**config.mk**
```make
export PLATFORM = sky130hd
export DESIGN_NAME = axi_rd_arbiter
export DESIGN_NICKNAME = d
export VERILOG_FILES = /design/src/rtl/axi_rd_arbiter.sv
export SDC_FILE = /design/constraint.sdc
export NUM_CORES = 1
export LEC_CHECK = 0
export ABC_AREA = 1
export BUFFER_PORTS_ARGS = -buffer_cell sky130_fd_sc_hd__buf_4
export CAP_MARGIN = 20
export CORE_AREA = 2 2 108 110
export DETAILED_ROUTE_END_ITERATION = 16
export DIE_AREA = 0 0 110 112
export PLACE_DENSITY = 0.65
export RECOVER_POWER = 50
export SETUP_SLACK_MARGIN = 0.1
export SYNTH_ARGS = -nofsm -noshare
export SYNTH_HDL_FRONTEND = slang
export SYNTH_SLANG_ARGS = --single-unit
```
**constraint.sdc**
```tcl
create_clock -name clock -period 1.9 [get_ports clock]
set_clock_uncertainty 0.1 [all_clocks]
set_input_delay 0.38 -clock clock [delete_from_list [all_inputs] [get_ports clock]]
set_output_delay 0.38 -clock clock [all_outputs]
set_load 0.05 [all_outputs]
```
**src/rtl/axi_rd_arbiter.sv**
```systemverilog
// Two-master AXI4 read arbiter: one burst in flight, port 1 priority,
// starvation counter forces a fetch grant after STARVE_MAX lost rounds.
module axi_rd_arbiter #(
   parameter int ADDR_WIDTH = 32,
   parameter int DATA_WIDTH = 64,
   parameter int STARVE_MAX = 4
) (
   input  logic                    clock,
   input  logic                    reset,
   input  logic [1:0]              m_arvalid,
   output logic [1:0]              m_arready,
   input  logic [2*ADDR_WIDTH-1:0] m_araddr,
   input  logic [15:0]             m_arlen,
   input  logic [5:0]              m_arsize,
   output logic [1:0]              m_rvalid,
   input  logic [1:0]              m_rready,
   output logic [DATA_WIDTH-1:0]   m_rdata,
   output logic [1:0]              m_rresp,
   output logic                    m_rlast,
   output logic                    s_arvalid,
   input  logic                    s_arready,
   output logic [ADDR_WIDTH-1:0]   s_araddr,
   output logic [7:0]              s_arlen,
   output logic [2:0]              s_arsize,
   output logic [1:0]              s_arburst,
   input  logic                    s_rvalid,
   output logic                    s_rready,
   input  logic [DATA_WIDTH-1:0]   s_rdata,
   input  logic [1:0]              s_rresp,
   input  logic                    s_rlast,
   output logic                    gnt,
   output logic                    prot_err
);
   localparam int SW = $clog2(STARVE_MAX + 1);

   typedef enum logic [1:0] {IDLE, ADDR, DATA} state_t;

   state_t        state_q, state_d;
   logic          gnt_q, gnt_d;
   logic [SW-1:0] starve_q, starve_d;
   logic [7:0]    len_q, len_d;
   logic [7:0]    beat_q, beat_d;
   logic          perr_q, perr_d;
   logic          starved, sel, ar_hs, r_hs;

   assign starved = (starve_q == SW'(STARVE_MAX));
   assign sel     = m_arvalid[1] & ~(m_arvalid[0] & starved);

   assign s_araddr  = gnt_q ? m_araddr[2*ADDR_WIDTH-1:ADDR_WIDTH]
                            : m_araddr[ADDR_WIDTH-1:0];
   assign s_arlen   = gnt_q ? m_arlen[15:8] : m_arlen[7:0];
   assign s_arsize  = gnt_q ? m_arsize[5:3] : m_arsize[2:0];
   assign s_arburst = 2'b01;

   assign m_rdata = s_rdata;
   assign m_rresp = s_rresp;
   assign m_rlast = s_rlast;

   assign gnt      = gnt_q;
   assign prot_err = perr_q;

   // Handshakes are held low while reset is asserted, whatever the state.
   always_comb begin
      s_arvalid = 1'b0;
      m_arready = 2'b00;
      m_rvalid  = 2'b00;
      s_rready  = 1'b0;
      if (!reset) begin
         if (state_q == ADDR) begin
            s_arvalid        = m_arvalid[gnt_q];
            m_arready[gnt_q] = s_arready;
         end
         if (state_q == DATA) begin
            m_rvalid[gnt_q] = s_rvalid;
            s_rready        = m_rready[gnt_q];
         end
      end
   end

   assign ar_hs = s_arvalid & s_arready;
   assign r_hs  = s_rvalid & s_rready;

   always_comb begin
      state_d  = state_q;
      gnt_d    = gnt_q;
      starve_d = starve_q;
      len_d    = len_q;
      beat_d   = beat_q;
      perr_d   = 1'b0;
      case (state_q)
         IDLE: begin
            if (|m_arvalid) begin
               gnt_d   = sel;
               state_d = ADDR;
               if (!sel)
                  starve_d = '0;
               else if (m_arvalid[0] && !starved)
                  starve_d = starve_q + SW'(1);
            end
         end
         ADDR: begin
            if (ar_hs) begin
               len_d   = s_arlen;
               beat_d  = 8'd0;
               state_d = DATA;
            end
         end
         DATA: begin
            if (r_hs) begin
               beat_d = beat_q + 8'd1;
               perr_d = s_rlast ^ (beat_q == len_q);
               if (s_rlast)
                  state_d = IDLE;
            end
         end
         default: state_d = IDLE;
      endcase
   end

   always_ff @(posedge clock) begin
      if (reset) begin
         state_q  <= IDLE;
         gnt_q    <= 1'b0;
         starve_q <= '0;
         len_q    <= 8'd0;
         beat_q   <= 8'd0;
         perr_q   <= 1'b0;
      end else begin
         state_q  <= state_d;
         gnt_q    <= gnt_d;
         starve_q <= starve_d;
         len_q    <= len_d;
         beat_q   <= beat_d;
         perr_q   <= perr_d;
      end
   end

endmodule

```
## Word level (Yosys, flattened, before mapping)

Index checks and enable logic that the tools add are counted.

- Flip-flop bits (word level): 23
- Latch bits: 0
- Bits in writable memories: 0
- Memory bits (read-only): 0
- Input bits: 161
- Output and inout port bits: 120
- Logic and storage cells: 68
- Memories: 0

- Add/subtract/negate cells: 2
- $mul: 0
- Div/mod/pow operators: 0
- Magnitude comparators: 2
- Eq/ne operators: 9
- Shift operators: 0
- Mux-type cells: 27
- Bitwise logic cells: 10
- Reductions and logical operators: 12

Operators with widths:

| cell | count |
|---|---|
| 32-bit 2-to-1 mux | 1 |
| 8-bit 2-to-1 mux | 3 |
| 2-bit 2-to-1 mux | 8 |
| 8-bit case mux with 2 select lines | 1 |
| 1-bit 2-to-1 mux | 9 |
| 3-bit 2-to-1 mux | 3 |
| 8-bit by 1-bit adder with 8-bit output (second input constant) | 1 |
| 8-bit equality test | 1 |
| 2-bit inequality test (second input constant) | 4 |
| 2-bit case mux with 3 select lines | 1 |
| 3-bit AND reduction | 2 |
| 1-bit bitwise AND | 4 |
| 2-bit bitwise AND | 2 |
| 2-bit AND reduction | 2 |
| 4-bit AND reduction | 1 |
| 3-bit by 1-bit adder with 3-bit output (second input constant) | 1 |
| 3-bit equality test (second input constant) | 1 |
| 1-bit NOT | 3 |
| 3-bit OR reduction | 1 |
| 2-bit by 1-bit equality test with 1-bit output (second input constant) | 1 |
| 2-bit equality test (second input constant) | 1 |
| 1-bit logical AND | 2 |
| 2-bit zero test | 1 |
| 1-bit by 2-bit less-than comparator with 1-bit output (second input constant) | 1 |
| 7 further kinds | 7 |

## Logic depth before layout (Yosys ltp)

Gate-level depths: netlist (run 1).

- Word-level depth: 7
- Gate-level depth with buffers: 9
- Mapped depth without buffers: 9

## Worst setup path after synthesis (run 1)

OpenSTA, ideal clock, no wires.

- Path type: register -> output
- Start point: register gnt_q (netlist: gnt)
- End point: output m_arready[0]
- Arrival: 2.322 ns
- Required time: 1.420 ns
- Slack: -0.902 ns
- Stages on the path, launching flop included: 3
- Path buffers: 1
- Path through: dfxtp_1 > buf_2 > nor4_1

- Cells in the longest elaborated chain, start to end: 7
- Elaborated cells between the ends (all ways): 8
- Those cells by class: order compare: 2; mux: 4; bitwise: 1; reduce/logical: 1

RTL lines:

| what | line | source |
|---|---|---|
| start: declaration | 39 | `logic gnt_q, gnt_d;` |
| start signal: assignment | 130 | `gnt_q <= gnt_d;` |
| 1-bit by 2-bit less-than comparator with 1-bit output (not written as such) or 1-bit greater-or-equal comparator (tied branches) | 71 | `m_arready[gnt_q] = s_arready;` |
| 1-bit logical AND (not written as such) | 71 |  |
| 1-bit 2-to-1 mux (not written as such) | 71 |  |
| 1-bit demux with 1-bit select (*) | 71 |  |
| 2-bit bitwise AND (no source line) (*) | -- |  |
| 2-bit 2-to-1 mux (*) | 69 | `if (state_q == ADDR) begin` |
| 2-bit 2-to-1 mux (*) | 68 | `if (!reset) begin` |
| end: declaration | 11 | `output logic [1:0] m_arready,` |

Every way passes the cells marked *; elsewhere a longest branch is shown, timed or not.

## Worst setup path in the final report (run 1)

- Start point: register gnt_q (netlist: gnt)
- End point: output s_araddr[6]

- Cells in the longest elaborated chain, start to end: 1

RTL lines:

| what | line | source |
|---|---|---|
| 32-bit 2-to-1 mux | 49 | `assign s_araddr = gnt_q ? m_araddr[2*ADDR_WIDTH-1:ADDR_WIDTH]` |
| end: declaration | 22 | `output logic [ADDR_WIDTH-1:0] s_araddr,` |

Every way passes these cells.

==> results of run 1 <==
placed cells by master, fill, tap and decap left out, drive strengths merged:
cell type / n
clkbuf: 10
buf: 166
nor4: 2
o211ai: 1
nand2: 179
nor3: 4
inv: 21
nand3: 19
a21oi: 17
conb: 2
o31ai: 1
ha: 3
nor2: 22
o21ai: 3
nand4: 1
a211oi: 1
clkinv: 1
xnor2: 7
dfxtp: 23
xor2: 2
Yosys cell counts, drive strengths merged:
cell type    n  share of area, %
a211oi       1              0.33
a21oi       17               3.7
buf         80                25
clkbuf       2              0.33
conb         2              0.33
dfxtp       23                20
ha           3               1.6
inv         22               3.6
nand2      179                30
nand3       19               4.6
nand4        1              0.27
nor2        22               3.9
nor3         4              0.88
nor4         2              0.55
o211ai       1              0.33
o21ai        3              0.66
o31ai        1              0.33
xnor2        7               2.7
xor2         2              0.77
sequential cells by signal, indices dropped and copies added (netlist names):
signal,count
gnt,1
len_q,8
starve_q,3
prot_err,1
state_q,2
beat_q,8
kinds of logic after synthesis:
kind of cell,count (synthesis),share of synthesized area (%)
adder cells (fa/ha/maj),3,1.64
buffers and inverters,104,29.0
AO/OA/AOI/OAI,23,5.36
XOR/XNOR,9,3.45
AND/OR/NAND/NOR,227,40.0
other,2,0.328
flip-flops,23,20.1
repair_timing:
item,4_1_cts,5_1_grt
buffers inserted,2,11
resized for setup,13,92
pin swaps,0,13
endpoints found under the setup margin,20,48
cloned,2,5
where the power goes:
part	internal (mW)	switching, mW	leakage [nW]	total, mW
clock network	0.287	0.177	0.0382	0.463
registers	0.499	0.0151	0.187	0.514
logic	0.605	0.874	1.69	1.48
total	1.39	1.07	1.92	2.46
cell type report:
class	count	area, um^2	area share (%)
inverter	22	109	2.80
timing repair buffer	172	1650	42.5
clock buffer	4	78.8	2.03
tap	143	179	4.60
sequential	23	465	12.0
multi-input combinational	264	1400	36.1
worst max-delay path by stage:
stage,depth (start not counted),slack (ps),to
2_1_floorplan,3,10,m_arready[0]
3_3_place_gp,5,220,m_arready[1]
3_5_place_dp,5,230,m_arready[1]
4_1_cts,5,50,s_rready
5_1_grt,6,10,s_araddr[6]
6_report,6,70,s_araddr[6]
layer usage:
| metal | wire length (um) | up-vias | global-route usage [%] |
|---|---|---|---|
| li1 | - | 1322 | - |
| met5 | 0 | - | 0 |
| met2 | 4740 | 149 | 23.1 |
| met4 | 248 | 0 | 4.05 |
| met3 | 798 | 34 | 4.16 |
| met1 | 3820 | 1214 | 15.6 |
==> results.py, run 1 <==
metrics = {
    "pwr": {
        "p_per_area_nw_per_um2": 631,
        "power_mw": 2.46,
        "p_leak_nw": 1.92,
        "ir_worst_vdd_mv": 0.344,
    },
    "yosys": {
        "netlist_area_um2": 2290,
        "syn_nets": 555,
        "yosys_warnings": 0,
        "synth.avg_cell_area_um2": 5.85,
        "yosysUniqueCellTypes": 27,
        "ys_seq_area_share_pct": 20.1,
        "synthCells": 391,
        "ys_seq_elements": 23,
    },
    "die": {
        "initial_core_util_pct": 20.5,
        "fp.coreArea_um2": 11200,
        "die_y_um": 112,
        "die_area_um2": 12300,
        "fp-row-count": 39,
        "ios": 281,
        "die_w_um": 110,
    },
    "finish": {
        "fin_nets": 650,
        "drive_gt1_share_pct": 50.5,
        "design_area_um2": 3890,
        "diodes": 0,
        "utilization_pct": 34.8,
        "final_cells": 628,
        "syn_to_final_growth_pct": 70.0,
        "fillers": 1162,
    },
    "run_status": {
        "status": "finished clean",
    },
    "worst_setup_path": {
        "crit_family": "buffers and inverters",
        "endpoint_kind": "output pin",
        "r2r_setup_slack_ps": 240,
        "r2r_end": "beat_q[5]",
        "cp_cell_sequence": "buf_12 > clkinv_16 > buf_16 > nand2_1 > nand2_2 > buf_6",
        "r2r-start": "gnt",
        "rr_worst_depth": 10,
        "critPathMaxFanout": 11,
        "cp-startpoint": "gnt",
        "crit_arrival_ps": 1350,
        "critPathLaunchType": "register",
        "cpMaxStageDelayCell": "dfxtp_4",
        "critPathMaxStageDelay_ps": 370,
        "cp.required_ps": 1420,
        "path_class": "register to output pin",
        "critPathBufInv": 4,
    },
    "timing": {
        "post-route-min-period_ps": 1830,
        "setup_viol": 0,
        "hold_violations": 0,
        "finalSetupTns_ps": 0,
        "rsz0062_at_grt": "yes",
        "worst_hold_slack_ps": 306,
        "timing.fmax_mhz": 548,
        "relSlewSlack_pct": 59.2,
        "slew_viol_final": 0,
        "fin_ws_ps": 74.6,
        "period_share_pct": 96.1,
        "worst_slew_pin_slew_ps": 614,
    },
    "clock_network": {
        "cts_tree": "done",
        "cts_buffers": 3,
        "clock_latency_ps": 260,
        "cts_max_level": 1,
        "cts_sinks": 23,
        "postCtsHoldBufs": 0,
        "cts.path.max_buffers": 2,
        "path_clk_slew_ps": 60,
        "cts_root_buf": "clkbuf_16",
    },
    "routing": {
        "route.detailed.wl_per_inst_um": 15.3,
        "vias": 2719,
        "postRouteAntennaNets": 0,
        "finalWirelength_um": 9610,
        "drt_iter0_drc": 152,
        "via_per_inst": 4.33,
        "drc": 0,
        "firstDrtPassIters": 4,
    },
    "placed_design": {
        "place_ws_ps": 233,
        "gp_congestion": 0.826,
        "placed_cells": 604,
        "dpl-instance-area_um2": 3190,
        "io_buffers": 146,
        "hpwlAfterDp_um": 6330,
    },
    "worst_hold_path": {
        "hp-class": "input port to register",
        "min_to": "state_q[0]",
        "hold_start": "reset",
        "worstHoldPathCells": 2,
    },
    "flow_run": {
        "cap_violations": 0,
    },
    "global_routing": {
        "antenna_found_initial": 0,
        "grt_pass1_wl_um": 12900,
        "grt_start_max_net_pins": 23,
        "grt_pass1_vias": 2635,
        "grt-ovfl-total": 0,
        "grt.total_usage_pct": 13.4,
    },
}
No activity file was read; power rests on OpenSTA's default activity.
==> run 2: changes to the inputs <==
Settings changed: CORE_AREA 2 2 108 110 to 4 4 107 109, DIE_AREA 0 0 110 112 to 0 0 111 113, PLACE_DENSITY 0.65 to 0.68.
==> run 2 against run 1 <==
Effect of this change:
- cell area decreased by 4.4%
- global-route usage grew 0.80 points
- critical path depth decreased by 2
- wire length is 4.0% higher
- hold slack got worse by 22 ps
- largest power group unchanged
- die area is 1.8% higher
- setup slack improved by 8.4 ps
- clock-buffer cell count is 1 lower
- non-clock buffer count is 7 lower
- maximum frequency grew 0.46%
- core utilization increased by 0.27 points
- combinational power is 5% lower
==> results.py, run 2 (synthesized netlist as in run 1, its figures left out) <==
metrics = {
    "run_status": {
        "status": "finished clean",
    },
    "pwr": {
        "ir_worst_vdd_mv": 0.373,
        "power.switching_mw": 1.02,
        "netSwitchingFraction_pct": 45.8,
        "p_clk_share_pct": 13.9,
        "p_int_mw": 1.21,
        "p_seq_share_pct": 23.1,
        "p_leak_nw": 1.86,
        "p_comb_share_pct": 63.0,
        "p_per_area_nw_per_um2": 601,
    },
    "global_routing": {
        "grt-ovfl-total": 0,
        "grt.total_usage_pct": 14.2,
        "antenna_found_initial": 0,
        "grt_pass1_wl_um": 14100,
        "grt_start_max_net_pins": 24,
        "grt_pass1_vias": 2670,
    },
    "finish": {
        "fin_nets": 643,
        "final_cell_mix": "nand2_1, buf_4, nand2_2, buf_6, dfxtp_1",
        "reg_top3": "beat_q: 8 flops, len_q: 8 flops, starve_q: 3 flops",
        "final_common_cell": "nand2_1",
        "fillers": 1083,
        "final_cells": 618,
        "syn_to_final_growth_pct": 62.6,
        "drive_gt1_share_pct": 47.3,
        "diodes": 0,
    },
    "timing": {
        "relSlewSlack_pct": 58.9,
        "period_share_pct": 95.6,
        "rsz0062_at_grt": "yes",
        "setup_viol": 0,
        "finalSetupTns_ps": 0,
        "fin_ws_ps": 82.9,
        "hold_violations": 0,
        "worst_slew_pin_slew_ps": 620,
        "timing.fmax_mhz": 550,
        "worst_hold_slack_ps": 284,
        "slew_viol_final": 0,
        "post-route-min-period_ps": 1820,
    },
    "routing": {
        "firstDrtPassIters": 5,
        "drc": 0,
        "vias": 2682,
        "via_per_inst": 4.34,
        "dr_wl_met2_um": 4830,
        "drt_iter0_drc": 123,
        "finalWirelength_um": 10000,
        "route.met3.wl_um": 1010,
        "route.detailed.wl_per_inst_um": 16.2,
        "postRouteAntennaNets": 0,
        "wl_met1_um": 3880,
        "top_layer": "met4",
    },
    "placed_design": {
        "place_ws_ps": 221,
        "hpwlAfterDp_um": 7400,
        "gp_congestion": 0.902,
        "io_buffers": 146,
        "placed_cells": 603,
    },
    "worst_setup_path": {
        "cp.required_ps": 1420,
        "critPathBufInv": 3,
        "critPathMaxFanout": 6,
        "crit_arrival_ps": 1340,
        "cpMaxStageDelayCell": "dfxtp_4",
        "endpoint_kind": "output pin",
        "critPathLaunchType": "register",
        "path_class": "register to output pin",
        "cp_cell_sequence": "buf_8 > buf_16 > nor4_4 > buf_6",
        "critPathMaxStageDelay_ps": 390,
        "crit_family": "buffers and inverters",
    },
    "die": {
        "fp.coreArea_um2": 10600,
        "initial_core_util_pct": 21.6,
        "die_w_um": 111,
        "die_area_um2": 12500,
        "ios": 281,
        "fp-row-count": 38,
        "die_y_um": 113,
    },
    "clock_network": {
        "cts_root_buf": "clkbuf_8",
        "cts_sinks": 23,
        "path_clk_slew_ps": 80,
        "cts_max_level": 1,
        "cts_buffers": 3,
        "clock_latency_ps": 270,
        "cts_tree": "done",
        "cts.path.max_buffers": 2,
    },
    "flow_run": {
        "cap_violations": 0,
    },
    "worst_hold_path": {
        "hp-class": "input port to register",
    },
}
## run 2: final timing paths
kind,startpoint,endpoint,slack [ps],cells past startpoint
max,gnt,m_arready[0],80,4
min,s_rlast,prot_err,280,3
min reg2reg,len_q[6],len_q[6],380,2
max reg2reg,gnt,beat_q[2],360,8
## run 2: worst reg2reg max path, stage by stage, from the launching register on
cell     delay, ps
dfxtp_4        390
inv_6          130
nand2_1         80
nand2_2         80
nand3_1        210
nand2_4        190
nand2_1         80
nor2_1         110
nor2_1          60
## run 2: per-stage QoR
step	utilization (%)	power [mW]	area (um^2)
2_1_floorplan	-	1.62	2420
3_3_place_gp	30.2	1.66	3200
3_5_place_dp	30.2	1.67	3200
4_1_cts	32.3	2.09	3430
5_1_grt	35.1	2.34	3720
6_report	35.1	2.24	3720
## run 2: final cells by class
class | instances | area (um^2) | area share [%]
Inverter | 22 | 87.6 | 2.36
Tap cell | 140 | 175 | 4.71
Clock buffer | 3 | 41.3 | 1.11
Timing Repair Buffer | 165 | 1600 | 43.0
Multi-Input combinational cell | 264 | 1340 | 36.1
Clock inverter | 1 | 5.00 | 0.135
Sequential cell | 23 | 465 | 12.5
## run 2: timing repair
action	in CTS	in global routing
cloned	2	5
hold buffers	0	0
gates resized for setup	35	47
endpoints found under the setup margin	45	40
pin swaps	3	9
setup buffers	2	2
## run 2: routing by layer
metal,vias to the layer above,global-route usage (%)
met1,1198,15.1
met2,146,24.9
li1,1303,-
met5,-,0
met3,35,6.52
met4,0,4.68
## run 2: power groups by stage
stage	Clock [mW]	Combinational [mW]	Sequential, mW
6_report	0.312	1.41	0.516
3_5_place_dp	0	1.15	0.521
2_1_floorplan	0	1.09	0.527
3_3_place_gp	0	1.14	0.520
5_1_grt	0.342	1.48	0.518
4_1_cts	0.324	1.25	0.514
==> run 3: changes to the inputs <==
Settings changed: CTS_BUF_LIST set to sky130_fd_sc_hd__clkbuf_8, GPL_TIMING_DRIVEN set to 0, SLEW_MARGIN set to 20.
==> run 3 against run 2 <==
Effect of this change:
- sequential share of layout area decreased by 2.5 points
- sequential power up 1%
- flip-flop and latch count is the same
- wire length up 8.1%
- setup slack worse by 25 ps
- clock power grew 3%
- cell area rose by 25%
- largest cell class unchanged
- largest power group unchanged
==> results.py, run 3 (synthesized netlist as in run 1, its figures left out) <==
metrics = {
    "global_routing": {
        "grt.total_usage_pct": 15.7,
        "grt_start_max_net_pins": 14,
        "antenna_found_initial": 0,
        "grt-ovfl-total": 0,
        "grt_pass1_wl_um": 16000,
        "grt_pass1_vias": 3255,
    },
    "clock_network": {
        "path_clk_slew_ps": 80,
        "cts.path.max_buffers": 2,
        "cts_sinks": 23,
        "cts_max_level": 1,
        "postCtsHoldBufs": 0,
        "cts_buffers": 3,
        "cts_tree": "done",
        "clock_latency_ps": 280,
        "cts_root_buf": "clkbuf_8",
    },
    "worst_setup_path": {
        "critPathLaunchType": "register",
        "r2r_setup_slack_ps": 430,
        "path_class": "register to output pin",
        "cp.required_ps": 1420,
        "endpoint_kind": "output pin",
        "crit_arrival_ps": 1360,
        "critPathMaxFanout": 10,
    },
    "finish": {
        "fillers": 1129,
        "fin_nets": 784,
        "drive_gt1_share_pct": 52.8,
        "multiInputGateArea_um2": 1420,
        "syn_to_final_growth_pct": 103,
        "regArea_um2": 467,
        "diodes": 0,
        "final_common_cell": "buf_4",
        "reg_top3": "beat_q: 8 flops, len_q: 8 flops, starve_q: 3 flops",
        "final_cell_mix": "buf_4, nand2_1, clkbuf_1, nand2_2, buf_8",
        "utilization_pct": 43.8,
    },
    "timing": {
        "hold_violations": 0,
        "post-route-min-period_ps": 1840,
        "worst_slew_pin_slew_ps": 654,
        "rsz0062_at_grt": "yes",
        "setup_viol": 0,
        "timing.fmax_mhz": 543,
        "finalSetupTns_ps": 0,
        "slew_viol_final": 0,
        "period_share_pct": 96.9,
        "relSlewSlack_pct": 56.6,
    },
    "routing": {
        "finalWirelength_um": 10800,
        "drt_iter0_drc": 64,
        "postRouteAntennaNets": 0,
        "via_per_inst": 4.20,
        "route.detailed.wl_per_inst_um": 14.2,
        "vias": 3186,
        "firstDrtPassIters": 4,
        "drc": 0,
    },
    "die": {
        "fp.coreArea_um2": 10600,
        "fp-row-count": 38,
        "die_y_um": 113,
        "initial_core_util_pct": 21.6,
        "die_w_um": 111,
        "die_area_um2": 12500,
        "ios": 281,
    },
    "flow_run": {
        "cap_violations": 0,
    },
    "placed_design": {
        "hpwlAfterDp_um": 9030,
        "gp_congestion": 0.871,
        "io_buffers": 210,
    },
    "run_status": {
        "status": "finished clean",
    },
    "pwr": {
        "p_leak_nw": 2.30,
        "ir_worst_vdd_mv": 0.331,
        "power_mw": 2.73,
        "p_per_area_nw_per_um2": 589,
    },
    "worst_hold_path": {
        "hp-class": "input port to register",
    },
}
==> run 3: what timing repair did <==
action                                  4_1_cts  5_1_grt
buffers inserted                              4        8
endpoints found under the setup margin       49       43
endpoints found under the hold margin         0        0
pin swaps                                     1        9
gates cloned                                  0        2
gates resized for setup                      84       75
==> run 3: final cells by class <==
class | count | area share [%]
plain buffers | 82 | 15.2
multi-input cells | 264 | 30.5
inverters | 22 | 1.94
clock inverters | 1 | 0.108
clock buffers | 3 | 0.889
flip-flops and latches | 23 | 10.1
well taps | 140 | 3.77
repair buffers | 224 | 37.5
==> run 3: routing by layer <==
layer  wire length [um]  track usage [%]
met4                201             3.61
met5                  0                0
met2               5810             29.6
met1               3880             16.8
met3                914             5.35
==> run 3: path summary, 6_finish.rpt <==
kind	startpoint	end	cells after the start
setup / recovery	gnt	s_araddr[11]	5
hold / removal	reset	gnt	2
hold reg to reg	len_q[6]	len_q[6]	2
setup reg to reg	gnt	beat_q[5]	9
==> run 3: where the power goes <==
group	switching [mW]	internal [mW]
registers	0.0222	0.498
logic	1.16	0.729
clock network	0.175	0.147
==> run 3: metrics by stage <==
stage	instance area (um^2)	hold slack, ps	worst slack [ps]	std cells
after CTS	4530	272	52.3	749
after detailed placement	4180	366	-294	741
after floorplan	2420	343	14.6	391
final	4640	265	58.0	759
after global routing	4640	270	-5.05	759
after global placement	4180	358	-273	741
==> run 3: critical path: stages, from the launching register on <==
cell and delay, ps:
dfxtp_4 460, buf_12 170, buf_8 130, nand2_1 90, nand2_2 90, buf_8 140
